==> src/rtl/alu_issue.sv <==
// RV32I issue stage: decodes one instruction into ALU operands/opcode and registers it toward execute.
// Latency 1 cycle (accept at edge N, visible after edge N); outputs hold while out_valid & ~out_ready.
// Backpressure: SKID_BUFFER_EN adds a skid entry with registered in_ready; otherwise in_ready = ~out_valid | out_ready.
module alu_issue #(
  parameter int          XLEN         = 32,
  parameter logic [31:0] RESET_PC_TAG = 32'h0000_0000
) (
  input  logic            clk,
  input  logic            rst,
  input  logic            in_valid,
  output logic            in_ready,
  input  logic [31:0]     in_instr,
  input  logic [31:0]     in_pc,
  input  logic [XLEN-1:0] in_rs1_data,
  input  logic [XLEN-1:0] in_rs2_data,
  output logic            out_valid,
  input  logic            out_ready,
  output logic [XLEN-1:0] aluIn1,
  output logic [XLEN-1:0] aluIn2,
  output logic [3:0]      aluOp,
  output logic [31:0]     out_pc,
  output logic [4:0]      out_rd,
  output logic            out_wen,
  output logic            out_is_branch,
  output logic            out_illegal
);

  localparam logic [3:0] ALU_ADD  = 4'b0000, ALU_SLL = 4'b0001, ALU_SLT  = 4'b0010,
                         ALU_SLTU = 4'b0011, ALU_XOR = 4'b0100, ALU_SRL  = 4'b0101,
                         ALU_OR   = 4'b0110, ALU_AND = 4'b0111, ALU_SUB  = 4'b1000,
                         ALU_EQ   = 4'b1001, ALU_GE  = 4'b1010, ALU_GEU  = 4'b1011,
                         ALU_NEQ  = 4'b1100, ALU_SRA = 4'b1101;

  localparam logic [6:0] OPC_OP     = 7'b0110011, OPC_OPIMM = 7'b0010011,
                         OPC_LUI    = 7'b0110111, OPC_AUIPC = 7'b0010111,
                         OPC_JAL    = 7'b1101111, OPC_JALR  = 7'b1100111,
                         OPC_LOAD   = 7'b0000011, OPC_STORE = 7'b0100011,
                         OPC_BRANCH = 7'b1100011;

  typedef struct packed {
    logic [XLEN-1:0] in1;
    logic [XLEN-1:0] in2;
    logic [3:0]      op;
    logic [31:0]     pc;
    logic [4:0]      rd;
    logic            wen;
    logic            is_branch;
    logic            illegal;
  } issue_t;

  localparam issue_t RESET_ENTRY = '{in1: '0, in2: '0, op: ALU_ADD, pc: RESET_PC_TAG,
                                     rd: '0, wen: 1'b0, is_branch: 1'b0, illegal: 1'b0};

  logic [6:0]      opcode;
  logic [2:0]      funct3;
  logic            funct7_5;
  logic [XLEN-1:0] imm_i, imm_s, imm_u;
  issue_t          dec;

  assign opcode   = in_instr[6:0];
  assign funct3   = in_instr[14:12];
  assign funct7_5 = in_instr[30];
  assign imm_i    = {{20{in_instr[31]}}, in_instr[31:20]};
  assign imm_s    = {{20{in_instr[31]}}, in_instr[31:25], in_instr[11:7]};
  assign imm_u    = {in_instr[31:12], 12'b0};

  always_comb begin
    dec           = '0;
    dec.op        = ALU_ADD;
    dec.pc        = in_pc;
    dec.rd        = in_instr[11:7];
    case (opcode)
      OPC_OP: begin
        dec.in1 = in_rs1_data;
        dec.in2 = in_rs2_data;
        dec.wen = 1'b1;
        case (funct3)
          3'b000:  dec.op = funct7_5 ? ALU_SUB : ALU_ADD;
          3'b001:  dec.op = ALU_SLL;
          3'b010:  dec.op = ALU_SLT;
          3'b011:  dec.op = ALU_SLTU;
          3'b100:  dec.op = ALU_XOR;
          3'b101:  dec.op = funct7_5 ? ALU_SRA : ALU_SRL;
          3'b110:  dec.op = ALU_OR;
          default: dec.op = ALU_AND;
        endcase
      end
      OPC_OPIMM: begin
        dec.in1 = in_rs1_data;
        dec.in2 = imm_i;
        dec.wen = 1'b1;
        case (funct3)
          3'b000:  dec.op = ALU_ADD;
          3'b001:  dec.op = ALU_SLL;
          3'b010:  dec.op = ALU_SLT;
          3'b011:  dec.op = ALU_SLTU;
          3'b100:  dec.op = ALU_XOR;
          3'b101:  dec.op = funct7_5 ? ALU_SRA : ALU_SRL;
          3'b110:  dec.op = ALU_OR;
          default: dec.op = ALU_AND;
        endcase
        // Shifts carry only the shamt; the funct7 bits in imm[11:5] are opcode, not operand.
        if (funct3 == 3'b001 || funct3 == 3'b101) dec.in2 = {27'b0, in_instr[24:20]};
      end
      OPC_LUI: begin
        dec.in2 = imm_u;
        dec.wen = 1'b1;
      end
      OPC_AUIPC: begin
        dec.in1 = in_pc;
        dec.in2 = imm_u;
        dec.wen = 1'b1;
      end
      OPC_JAL, OPC_JALR: begin
        dec.in1 = in_pc;
        dec.in2 = 32'd4;
        dec.wen = 1'b1;
      end
      OPC_LOAD: begin
        dec.in1 = in_rs1_data;
        dec.in2 = imm_i;
        dec.wen = 1'b1;
      end
      OPC_STORE: begin
        dec.in1 = in_rs1_data;
        dec.in2 = imm_s;
      end
      OPC_BRANCH: begin
        dec.in1       = in_rs1_data;
        dec.in2       = in_rs2_data;
        dec.is_branch = 1'b1;
        case (funct3)
          3'b000:  dec.op = ALU_EQ;
          3'b001:  dec.op = ALU_NEQ;
          3'b100:  dec.op = ALU_SLT;
          3'b101:  dec.op = ALU_GE;
          3'b110:  dec.op = ALU_SLTU;
          3'b111:  dec.op = ALU_GEU;
          default: begin
            dec.in1       = '0;
            dec.in2       = '0;
            dec.is_branch = 1'b0;
            dec.illegal   = 1'b1;
          end
        endcase
      end
      default: dec.illegal = 1'b1;
    endcase
    if (dec.rd == 5'd0) dec.wen = 1'b0;
  end

  issue_t main_q, main_d;
  logic   main_vld_q, main_vld_d;
  logic   accept;

  assign accept = in_valid & in_ready;

`ifdef SKID_BUFFER_EN
  issue_t skid_q, skid_d;
  logic   skid_vld_q, skid_vld_d;

  assign in_ready = ~skid_vld_q;

  always_comb begin
    main_d     = main_q;
    main_vld_d = main_vld_q;
    skid_d     = skid_q;
    skid_vld_d = skid_vld_q;
    if (!main_vld_q || out_ready) begin
      // in_ready is low whenever skid is occupied, so skid refill and accept never coincide.
      if (skid_vld_q) begin
        main_d     = skid_q;
        main_vld_d = 1'b1;
        skid_vld_d = 1'b0;
      end else if (accept) begin
        main_d     = dec;
        main_vld_d = 1'b1;
      end else begin
        main_vld_d = 1'b0;
      end
    end else if (accept) begin
      skid_d     = dec;
      skid_vld_d = 1'b1;
    end
  end

  always_ff @(posedge clk or posedge rst) begin
    if (rst) begin
      skid_q     <= RESET_ENTRY;
      skid_vld_q <= 1'b0;
    end else begin
      skid_q     <= skid_d;
      skid_vld_q <= skid_vld_d;
    end
  end
`else
  assign in_ready = ~main_vld_q | out_ready;

  always_comb begin
    main_d     = main_q;
    main_vld_d = main_vld_q;
    if (accept) begin
      main_d     = dec;
      main_vld_d = 1'b1;
    end else if (out_ready) begin
      main_vld_d = 1'b0;
    end
  end
`endif

  always_ff @(posedge clk or posedge rst) begin
    if (rst) begin
      main_q     <= RESET_ENTRY;
      main_vld_q <= 1'b0;
    end else begin
      main_q     <= main_d;
      main_vld_q <= main_vld_d;
    end
  end

  assign out_valid     = main_vld_q;
  assign aluIn1        = main_q.in1;
  assign aluIn2        = main_q.in2;
  assign aluOp         = main_q.op;
  assign out_pc        = main_q.pc;
  assign out_rd        = main_q.rd;
  assign out_wen       = main_q.wen;
  assign out_is_branch = main_q.is_branch;
  assign out_illegal   = main_q.illegal;

endmodule

==> config.mk <==
export PLATFORM = sky130hd
export DESIGN_NAME = alu_issue
export DESIGN_NICKNAME = d
export VERILOG_FILES = /design/src/rtl/alu_issue.sv
export SDC_FILE = /design/constraint.sdc
export NUM_CORES = 1
export LEC_CHECK = 0
export CAP_MARGIN = 20
export CORE_MARGIN = 1.5
export CORE_UTILIZATION = 40
export DETAILED_ROUTE_END_ITERATION = 7
export PLACE_DENSITY = 0.89
export SYNTH_ARGS = -nofsm -noshare
export SYNTH_HDL_FRONTEND = slang
export SYNTH_SLANG_ARGS = --single-unit
export TNS_END_PERCENT = 20
==> constraint.sdc <==
create_clock -name clk -period 4.3 [get_ports clk]
set_clock_uncertainty 0.15 [all_clocks]
set_input_delay 0.86 -clock clk [delete_from_list [all_inputs] [get_ports clk]]
set_output_delay 0.86 -clock clk [all_outputs]
set_load 0.005 [all_outputs]
# Word-level counts from Yosys, hierarchy flattened
# Index checks and enable logic that the tools add are counted.
# Widths: inputs -> output; s select.
op_classes:
  n_eq_ne: 16
  muxes: 17
  bitwise: 3
  n_reduce_logical: 11
ops:
  columns: ["operator", "count"]
  rows:
  - ["$pmux 32 s7", 1]
  - ["$pmux 32 s3", 1]
  - ["$mux 64", 1]
  - ["$pmux 4 s7", 2]
  - ["$mux 32", 1]
  - ["$pmux 4 s6", 1]
  - ["$eq 7x6->1 const B", 3]
  - ["$eq 7x7->1 const B", 3]
  - ["$eq 7x5->1 const B", 2]
  - ["$eq 3x3->1 const B", 4]
  - ["$pmux 4 s3", 1]
  - ["$mux 4", 2]
  - ["$reduce_or 8->1", 1]
  - ["$eq 7x2->1 const B", 1]
  - ["$reduce_or 7->1", 1]
  - ["$eq 3x2->1 const B", 2]
  - ["$reduce_or 6->1", 1]
  - ["$logic_not 5->1", 1]
  - ["$mux 1", 5]
  - ["$reduce_or 2->1", 2]
  - ["$reduce_or 4->1", 1]
  - ["$eq 3x1->1 const B", 1]
  - ["$logic_not 3->1", 1]
  - ["$reduce_or 3->1", 1]
  - ["7 further kinds", 7]
word_totals:
  reg_bits: 109
  inputBits: 132
  out_inout_bits: 110
  wordCells: 56

# Longest topological paths before layout
# Gate-level depths: netlist of the first run.
logic_depth:
  depth_word: 4
  depth_mapped: 8

# Least setup slack after synthesis of the first run
# OpenSTA, ideal clock, no wires.
synth_timing:
  path_type: "input port to flip-flop"
  from: "input in_instr[14]"
  to: "register main_q, in the netlist aluIn2[19]"
  setup_time_ns: 0.124
  arrival_ns: 1.920
  t_required_ns: 4.026
  slack_ns: 2.106
  stages: 8
  path_buffers: 3
  path_cell_list: "buf_2 -> nor2b_2 -> o21ai_1 -> and3_1 -> buf_6 -> buf_6 -> a221oi_2 -> o21ai_1"
synth_via:
  elab_chain_len: 4
  word_cells_on_any_way: 11
synth_lines:
  columns: ["element", "line", "source"]
  rows:
  - ["start: declaration", "12", "input logic [31:0] in_instr,"]
  - ["$eq 3x1->1 (tied with other cells)", "103, 132", null]
  - ["$reduce_or 6->1 (no line) / $logic_or 1x1->1 (equally long branches)", null, null]
  - ["$mux 64 / $mux 32 (equally long branches)", "132, 103", null]
  - ["$pmux 32 s7 *", "72", "case (opcode)"]
  - ["end signal: assignment", "216", "main_q <= main_d;"]
  - ["end: declaration", "152", "issue_t main_q, main_d;"]
# Mark *: on every way between the ends. The rest lies on a longest branch, timed or not.
# A chain may end at the register's enable or synchronous reset.

# Worst setup path in the final report of the first run
layout_timing:
  from: "input in_instr[5]"
  to: "register main_q, in the netlist aluIn1[30]"
layout_via:
  elab_chain_len: 3
  word_cells_on_any_way: 11
layout_lines:
  columns: ["element", "line"]
  rows:
  - ["$eq 7x6->1 (tied with other cells)", "72"]
  - ["$reduce_or 4->1 (no line) / $reduce_or 3->1 (equally long branches)", null]
  - ["$pmux 32 s3 *", "72"]
# Marks and branches as above.

==> impl_metrics.prom, run 1 <==
# TYPE chip_impl_metric gauge
chip_impl_info{name="outcome",value="finished, final reports clean"} 1
chip_impl_info{name="postSynth.topFlopCell",value="sky130_fd_sc_hd__dfrtp_1"} 1
chip_impl_metric{name="finalCriticalPeriod",unit="ns"} 3.123
chip_impl_info{name="critical_path_start_end_classification",value="primary input to flip-flop"} 1
chip_impl_metric{name="report.final.slew_viol_count",unit=""} 0
chip_impl_metric{name="power",unit="mW"} 2.672
chip_impl_info{name="setup.worst_path.end_class",value="flip-flop"} 1
chip_impl_metric{name="peakVddDrop",unit="uV"} 220.4
chip_impl_metric{name="fillers",unit=""} 1007
chip_impl_metric{name="placed_area",unit="um^2"} 7740
chip_impl_metric{name="cap_viol_max_count",unit=""} 0
chip_impl_info{name="synth_top_cells_by_count",value="sky130_fd_sc_hd__nand2_1, sky130_fd_sc_hd__dfrtp_1, sky130_fd_sc_hd__nor2_1"} 1
chip_impl_metric{name="finalSetupTns",unit="ns"} 0
chip_impl_metric{name="mean_syn_cell_area",unit="um^2"} 9.856
chip_impl_info{name="start_kind",value="primary input"} 1
chip_impl_metric{name="hold_viol",unit=""} 0
chip_impl_metric{name="globalplace.congestion",unit=""} 0.8565
chip_impl_metric{name="path_max_fanout",unit=""} 32
chip_impl_metric{name="worstSkewPairLatency",unit="ns"} 0.34
chip_impl_metric{name="grt_max_degree",unit=""} 69
chip_impl_metric{name="drt-total-wl",unit="um"} 15910
chip_impl_metric{name="drc_viols",unit=""} 0
chip_impl_metric{name="postSynthRegisterBits",unit=""} 109
chip_impl_metric{name="floorplan.die.height",unit="um"} 118.0
chip_impl_metric{name="drt-initial-drc-count",unit=""} 430
chip_impl_metric{name="place.detailed.hpwl",unit="um"} 11380
chip_impl_metric{name="numPortBuffers",unit=""} 241
chip_impl_metric{name="fraction_of_final_layout_cells_sized_beyond_drive_strength_1",unit="%"} 11.46
chip_impl_metric{name="initial_utilization",unit="%"} 41.43
chip_impl_metric{name="ant_nets",unit=""} 0
chip_impl_metric{name="cts.clk_slew.worst_paths",unit="ns"} 0.07
chip_impl_metric{name="number_of_buffers_added_to_fix_hold_violations_after_cts",unit=""} 0
chip_impl_metric{name="power.static_leakage",unit="nW"} 3.425
chip_impl_metric{name="final_design_area_no_fill",unit="um^2"} 8087
chip_impl_metric{name="top_level_ports",unit=""} 242
chip_impl_metric{name="gr-total-overflow",unit=""} 0
chip_impl_info{name="post_synth_main_area_contributors",value="sky130_fd_sc_hd__dfrtp_1, sky130_fd_sc_hd__a221oi_2, sky130_fd_sc_hd__nand2_1, sky130_fd_sc_hd__nor2_1, sky130_fd_sc_hd__o21ai_1"} 1
chip_impl_metric{name="cts_max_path_buffers",unit=""} 2
chip_impl_metric{name="die_area",unit="um^2"} 13930
chip_impl_metric{name="worst-slew-pin-transition",unit="ns"} 1.038
chip_impl_metric{name="area_delta_synth_final",unit="%"} 52.79
chip_impl_metric{name="power.density_cell_area",unit="nW/um^2"} 330.4
chip_impl_metric{name="async_flop_share",unit="%"} 100.0
chip_impl_metric{name="synth_sequential_area_ratio",unit="%"} 51.54
chip_impl_metric{name="post_cts_resized",unit=""} 0
chip_impl_info{name="rsz0062_at_grt",value="false"} 1
chip_impl_metric{name="row_count",unit=""} 41
chip_impl_metric{name="grt_usage",unit="%"} 22.99
chip_impl_metric{name="multi_input_area",unit="um^2"} 2298
chip_impl_metric{name="synth_edf_count",unit=""} 0
chip_impl_metric{name="cts_setup_buffers",unit=""} 0
chip_impl_info{name="clock-root-buffer",value="sky130_fd_sc_hd__clkbuf_16"} 1
chip_impl_metric{name="timing.final.crit_share",unit="%"} 72.63
chip_impl_metric{name="design.core.area",unit="um^2"} 12770
chip_impl_metric{name="tritoncts.num_buffers",unit=""} 9
chip_impl_info{name="timing.hold.worst.class",value="flip-flop to flip-flop"} 1
chip_impl_metric{name="die_width",unit="um"} 118.0
chip_impl_metric{name="netlist.area_leader.share",unit="%"} 51.54
chip_impl_metric{name="synthesis.yosys.warnings",unit=""} 0
chip_impl_metric{name="htree_num_levels",unit=""} 3
chip_impl_metric{name="antennaDiodeCount",unit=""} 0
chip_impl_metric{name="fin_nets",unit=""} 886
chip_impl_metric{name="yosysUniqueCellTypes",unit=""} 44
chip_impl_metric{name="timing.fmax",unit="MHz"} 320.2
chip_impl_metric{name="final-setup-viol-count",unit=""} 0
chip_impl_info{name="tritoncts",value="yes"} 1
chip_impl_metric{name="grt_first_pass_wirelength",unit="um"} 25520
chip_impl_metric{name="grt_pass1_vias",unit=""} 4810
chip_impl_metric{name="register_area",unit="um^2"} 2728
chip_impl_metric{name="synthesized_nets",unit=""} 669
chip_impl_info{name="leading_area_contributor_after_synthesis",value="sky130_fd_sc_hd__dfrtp_1"} 1
chip_impl_metric{name="cts_sinks",unit=""} 109
chip_impl_metric{name="route.detailed.vias_per_inst",unit=""} 5.226
chip_impl_metric{name="routed-via-count",unit=""} 4865
chip_impl_metric{name="antenna_violations_before_repair",unit=""} 0
chip_impl_metric{name="slew_headroom",unit="%"} 30.82
chip_impl_info{name="most_frequently_used_cell_type_in_the_post_synthesis_netlist",value="sky130_fd_sc_hd__nand2_1"} 1
chip_impl_metric{name="synthesis.instances",unit=""} 537
chip_impl_metric{name="wire_per_inst",unit="um"} 17.09
chip_impl_metric{name="synth_area",unit="um^2"} 5293
chip_impl_metric{name="worst-endpoint-arrival",unit="ns"} 3.25
chip_impl_metric{name="detail_route.first_pass.iterations",unit=""} 5
chip_impl_metric{name="worstPathRequired",unit="ns"} 4.42
[state kept, by name, indices dropped and copies added (netlist names), 4 cells and up]
signal,cells
aluIn1,32
out_rd,5
out_pc,32
aluIn2,32
aluOp,4
[cells by family (layout without fill, tap and decap cells)]
logic type,after synthesis,count (layout),share of synthesized area (%)
AND/OR/NAND/NOR,257,257,20.85
flip-flops,109,109,51.54
AO/OA/AOI/OAI,125,125,22.27
buffers and inverters,46,268,5.343
[cell usage in the layout, fill, tap and decap left out, drive strengths merged, types with 3 or more instances in the layout]
cell           Yosys  layout
a21oi             19      19
a221oi            51      51
a22oi              7       7
buf               31       8
bufinv             0       3
clkbuf            12       9
clkdlybuf4s50      0     241
dfrtp            109     109
inv                3       5
nand2            153     153
nand2b             6       6
nand3              3       3
nand3b             3       3
nor2              74      74
nor2b              8       8
o21ai             40      40
[worst paths after layout]
check	slack, ns	start	depth (start not counted)	to
worst max-delay path	1.18	in_instr[5]	7	aluIn1[30]$_DFFE_PP0P_
worst min-delay path	0.33	out_pc[27]$_DFFE_PP0P_	2	out_pc[27]$_DFFE_PP0P_
worst max register to register	2.18	out_valid$_DFFE_PP0P_	5	out_pc[16]$_DFFE_PP0P_
worst min register to register	0.33	out_pc[27]$_DFFE_PP0P_	2	out_pc[27]$_DFFE_PP0P_
max in group asynchronous	2.41	rst	3	aluIn1[20]$_DFFE_PP0P_
min in group asynchronous	0.83	rst	2	out_pc[29]$_DFFE_PP0P_
[power by group]
group	internal (mW)	switching [mW]	total [mW]
registers	1.11	0.0479	1.16
clock network	0.574	0.385	0.959
logic	0.322	0.232	0.554
total	2.01	0.665	2.67
[metrics by stage]
stage          setup WS, ns  std cells  hold slack [ns]  util (%)
2_1_floorplan        0.4161        537           0.3197         -
3_3_place_gp         0.9112        915           0.3068     60.59
3_5_place_dp         0.8311        915           0.3109     60.59
4_1_cts               1.181        931           0.3287     63.31
5_1_grt               1.004        931           0.3505     63.31
6_report              1.177        931           0.3267     63.31
[worst max-delay path, stage by stage]
cell,delay [ns]
sky130_fd_sc_hd__clkdlybuf4s50_1,0.72
sky130_fd_sc_hd__nor2b_1,0.46
sky130_fd_sc_hd__nand2_2,0.20
sky130_fd_sc_hd__a21oi_4,0.15
sky130_fd_sc_hd__buf_4,0.51
sky130_fd_sc_hd__a221oi_1,0.18
sky130_fd_sc_hd__nor2_1,0.14
[area by class of cell]
type	instances	share of cell area [%]
clock buffer	9	2.785
clock inverter	7	1.501
inverter	3	0.1702
multi-input combinational	382	28.42
sequential	109	33.73
tap	172	2.661
timing repair buffer	249	30.73
[metal layers]
layer | routed length (um) | up-vias | global-route usage (%)
li1 | - | 2287 | -
met1 | 6655 | 2346 | 28.88
met2 | 7777 | 214 | 38.82
met3 | 1230 | 18 | 5.911
met4 | 250 | 0 | 7.317
met5 | 0 | - | 0
Note: power is estimated with default switching activity, not from simulation.
==> run 2, diff against run 1 <==
--- a/config.mk
+++ b/config.mk
@@ -7,9 +7,9 @@
 export LEC_CHECK = 0
 export CAP_MARGIN = 20
 export CORE_MARGIN = 1.5
-export CORE_UTILIZATION = 40
+export CORE_UTILIZATION = 38
 export DETAILED_ROUTE_END_ITERATION = 7
-export PLACE_DENSITY = 0.89
+export PLACE_DENSITY = 0.88
 export SYNTH_ARGS = -nofsm -noshare
 export SYNTH_HDL_FRONTEND = slang
 export SYNTH_SLANG_ARGS = --single-unit
==> constraint.sdc (replaced) <==
create_clock -name clk -period 2.7 [get_ports clk]
set_clock_uncertainty 0.15 [all_clocks]
set_input_delay 0.54 -clock clk [delete_from_list [all_inputs] [get_ports clk]]
set_output_delay 0.54 -clock clk [all_outputs]
set_load 0.005 [all_outputs]
==> run 2 against run 1 <==
Sequential power grew 59%. Critical path depth shrank 4. Total power grew 55%. Wire length grew 3.4%. Setup slack lost 0.93 ns. Non-clock buffer count grew 12. Final area grew 2.1%. Largest power group unchanged.
==> impl_metrics.prom, run 2 (same netlist as run 1, synthesis figures left out) <==
# TYPE chip_impl_metric gauge
chip_impl_info{name="outcome",value="finished, final reports clean"} 1
chip_impl_metric{name="globalplace.congestion",unit=""} 0.8091
chip_impl_metric{name="setup_ws",unit="ns"} 0.2507
chip_impl_metric{name="cts.clk_slew.worst_paths",unit="ns"} 0.06
chip_impl_metric{name="initial_utilization",unit="%"} 39.50
chip_impl_metric{name="power.static_leakage",unit="nW"} 3.491
chip_impl_metric{name="number_of_buffers_added_to_fix_hold_violations_after_cts",unit=""} 0
chip_impl_metric{name="antenna_violations_before_repair",unit=""} 0
chip_impl_metric{name="place.detailed.hpwl",unit="um"} 12200
chip_impl_metric{name="die_width",unit="um"} 121.0
chip_impl_metric{name="post-place-ws",unit="ns"} 0.1703
chip_impl_metric{name="worst-endpoint-arrival",unit="ns"} 1.76
chip_impl_metric{name="wire_per_inst",unit="um"} 17.41
chip_impl_metric{name="worst_hold_slack",unit="ns"} 0.3241
chip_impl_metric{name="worst-slew-pin-transition",unit="ns"} 0.5042
chip_impl_metric{name="cts_sinks",unit=""} 109
chip_impl_metric{name="floorplan.die.height",unit="um"} 121.0
chip_impl_info{name="setup.worst_path.end_class",value="primary output"} 1
chip_impl_metric{name="cap_viol_max_count",unit=""} 0
chip_impl_metric{name="slew_headroom",unit="%"} 66.26
chip_impl_metric{name="worstPathRequired",unit="ns"} 2.01
chip_impl_metric{name="top_level_ports",unit=""} 242
chip_impl_metric{name="final_design_area_no_fill",unit="um^2"} 8258
chip_impl_metric{name="design.core.area",unit="um^2"} 13400
chip_impl_metric{name="gr-total-overflow",unit=""} 0
chip_impl_metric{name="area_delta_synth_final",unit="%"} 56.03
chip_impl_metric{name="route.detailed.vias_per_inst",unit=""} 5.219
chip_impl_metric{name="fillers",unit=""} 1081
chip_impl_metric{name="finalCriticalPeriod",unit="ns"} 2.449
chip_impl_metric{name="finalSetupTns",unit="ns"} 0
chip_impl_metric{name="path_max_fanout",unit=""} 4
chip_impl_metric{name="grt_max_degree",unit=""} 66
chip_impl_info{name="tritoncts",value="yes"} 1
chip_impl_info{name="most-common-layout-cells",value="sky130_fd_sc_hd__clkdlybuf4s50_1, sky130_fd_sc_hd__nand2_1, sky130_fd_sc_hd__dfrtp_1, sky130_fd_sc_hd__nor2_1, sky130_fd_sc_hd__a221oi_2"} 1
chip_impl_info{name="timing.hold.worst.class",value="flip-flop to flip-flop"} 1
chip_impl_metric{name="ant_nets",unit=""} 0
chip_impl_metric{name="drt-initial-drc-count",unit=""} 289
chip_impl_info{name="layout.cells.most_common",value="sky130_fd_sc_hd__clkdlybuf4s50_1"} 1
chip_impl_metric{name="drc_viols",unit=""} 0
chip_impl_metric{name="drt-total-wl",unit="um"} 16450
chip_impl_metric{name="final_core_occ",unit="%"} 61.62
chip_impl_metric{name="report.final.slew_viol_count",unit=""} 0
chip_impl_metric{name="htree_num_levels",unit=""} 3
chip_impl_metric{name="tritoncts.num_buffers",unit=""} 9
chip_impl_metric{name="detail_route.first_pass.iterations",unit=""} 4
chip_impl_metric{name="power.density_cell_area",unit="nW/um^2"} 500.1
chip_impl_metric{name="routed-via-count",unit=""} 4932
chip_impl_metric{name="worstSkewPairLatency",unit="ns"} 0.34
chip_impl_metric{name="row_count",unit=""} 42
chip_impl_metric{name="placed_area",unit="um^2"} 7961
chip_impl_metric{name="cts_setup_buffers",unit=""} 0
chip_impl_metric{name="timing.fmax",unit="MHz"} 408.3
chip_impl_metric{name="post_cts_resized",unit=""} 0
chip_impl_info{name="rsz0062_at_grt",value="false"} 1
chip_impl_metric{name="grt_usage",unit="%"} 22.69
chip_impl_metric{name="fin_nets",unit=""} 898
chip_impl_metric{name="peakVddDrop",unit="uV"} 328.6
chip_impl_info{name="clock-root-buffer",value="sky130_fd_sc_hd__clkbuf_16"} 1
chip_impl_metric{name="grt_pass1_vias",unit=""} 4964
chip_impl_metric{name="numPortBuffers",unit=""} 241
chip_impl_metric{name="grt_first_pass_wirelength",unit="um"} 26090
chip_impl_metric{name="fraction_of_final_layout_cells_sized_beyond_drive_strength_1",unit="%"} 12.22
chip_impl_metric{name="antennaDiodeCount",unit=""} 0
chip_impl_info{name="critical_path_start_end_classification",value="primary input to primary output"} 1
chip_impl_metric{name="cts_max_path_buffers",unit=""} 2
chip_impl_metric{name="timing.final.crit_share",unit="%"} 90.71
chip_impl_info{name="start_kind",value="primary input"} 1
chip_impl_metric{name="die_area",unit="um^2"} 14640
chip_impl_metric{name="hold_viol",unit=""} 0
chip_impl_metric{name="final-setup-viol-count",unit=""} 0
==> run 2: area by class of cell <==
class / instances / area (um^2) / share of cell area [%]
Multi-Input combinational cell: 382 / 2298 / 27.83
Timing Repair Buffer: 261 / 2700 / 32.70
Clock buffer: 12 / 236.5 / 2.864
Sequential cell: 109 / 2728 / 33.03
Inverter: 3 / 15.01 / 0.1818
Clock inverter: 2 / 60.06 / 0.7273
Tap cell: 176 / 220.2 / 2.667
==> run 2: stage by stage <==
stage	total power, mW	instances
floorplan	2.170	537
global placement	2.769	931
detailed placement	2.796	931
CTS	4.170	945
global route	4.318	945
finish	4.130	945
==> run 2: final timing paths <==
| kind | start | endpoint | slack [ns] | cells after the start |
|---|---|---|---|---|
| hold / removal | out_pc[25]$_DFFE_PP0P_ | out_pc[25]$_DFFE_PP0P_ | 0.32 | 2 |
| hold reg to reg | out_pc[25]$_DFFE_PP0P_ | out_pc[25]$_DFFE_PP0P_ | 0.32 | 2 |
| setup reg to reg | out_valid$_DFFE_PP0P_ | aluIn1[20]$_DFFE_PP0P_ | 0.99 | 5 |
| max in group asynchronous | rst | out_pc[21]$_DFFE_PP0P_ | 1.58 | 3 |
| setup / recovery | out_ready | in_ready | 0.25 | 3 |
| min in group asynchronous | rst | aluIn2[13]$_DFFE_PP0P_ | 0.49 | 3 |
==> run 2: worst max-delay path: stages <==
cell                              delay [ns]
sky130_fd_sc_hd__clkdlybuf4s50_1        0.46
sky130_fd_sc_hd__nand2b_1               0.21
sky130_fd_sc_hd__clkdlybuf4s50_1        0.55
==> run 2: power by group <==
part / leakage (nW) / total [mW] / internal [mW] / switching [mW]
Clock: 0.143 / 1.37 / 0.805 / 0.569
Combinational: 1.96 / 0.910 / 0.534 / 0.376
Sequential: 1.39 / 1.85 / 1.77 / 0.0756
Total: 3.49 / 4.13 / 3.11 / 1.02
==> run 2: routing by layer <==
metal | vias to the layer above | part of all wire (%) | GRT usage (%)
met5 | - | 0 | 0
li1 | 2310 | - | -
met1 | 2383 | 40 | 26.74
met3 | 30 | 9.0 | 6.297
met4 | 0 | 2.9 | 9.265
met2 | 209 | 49 | 38.99
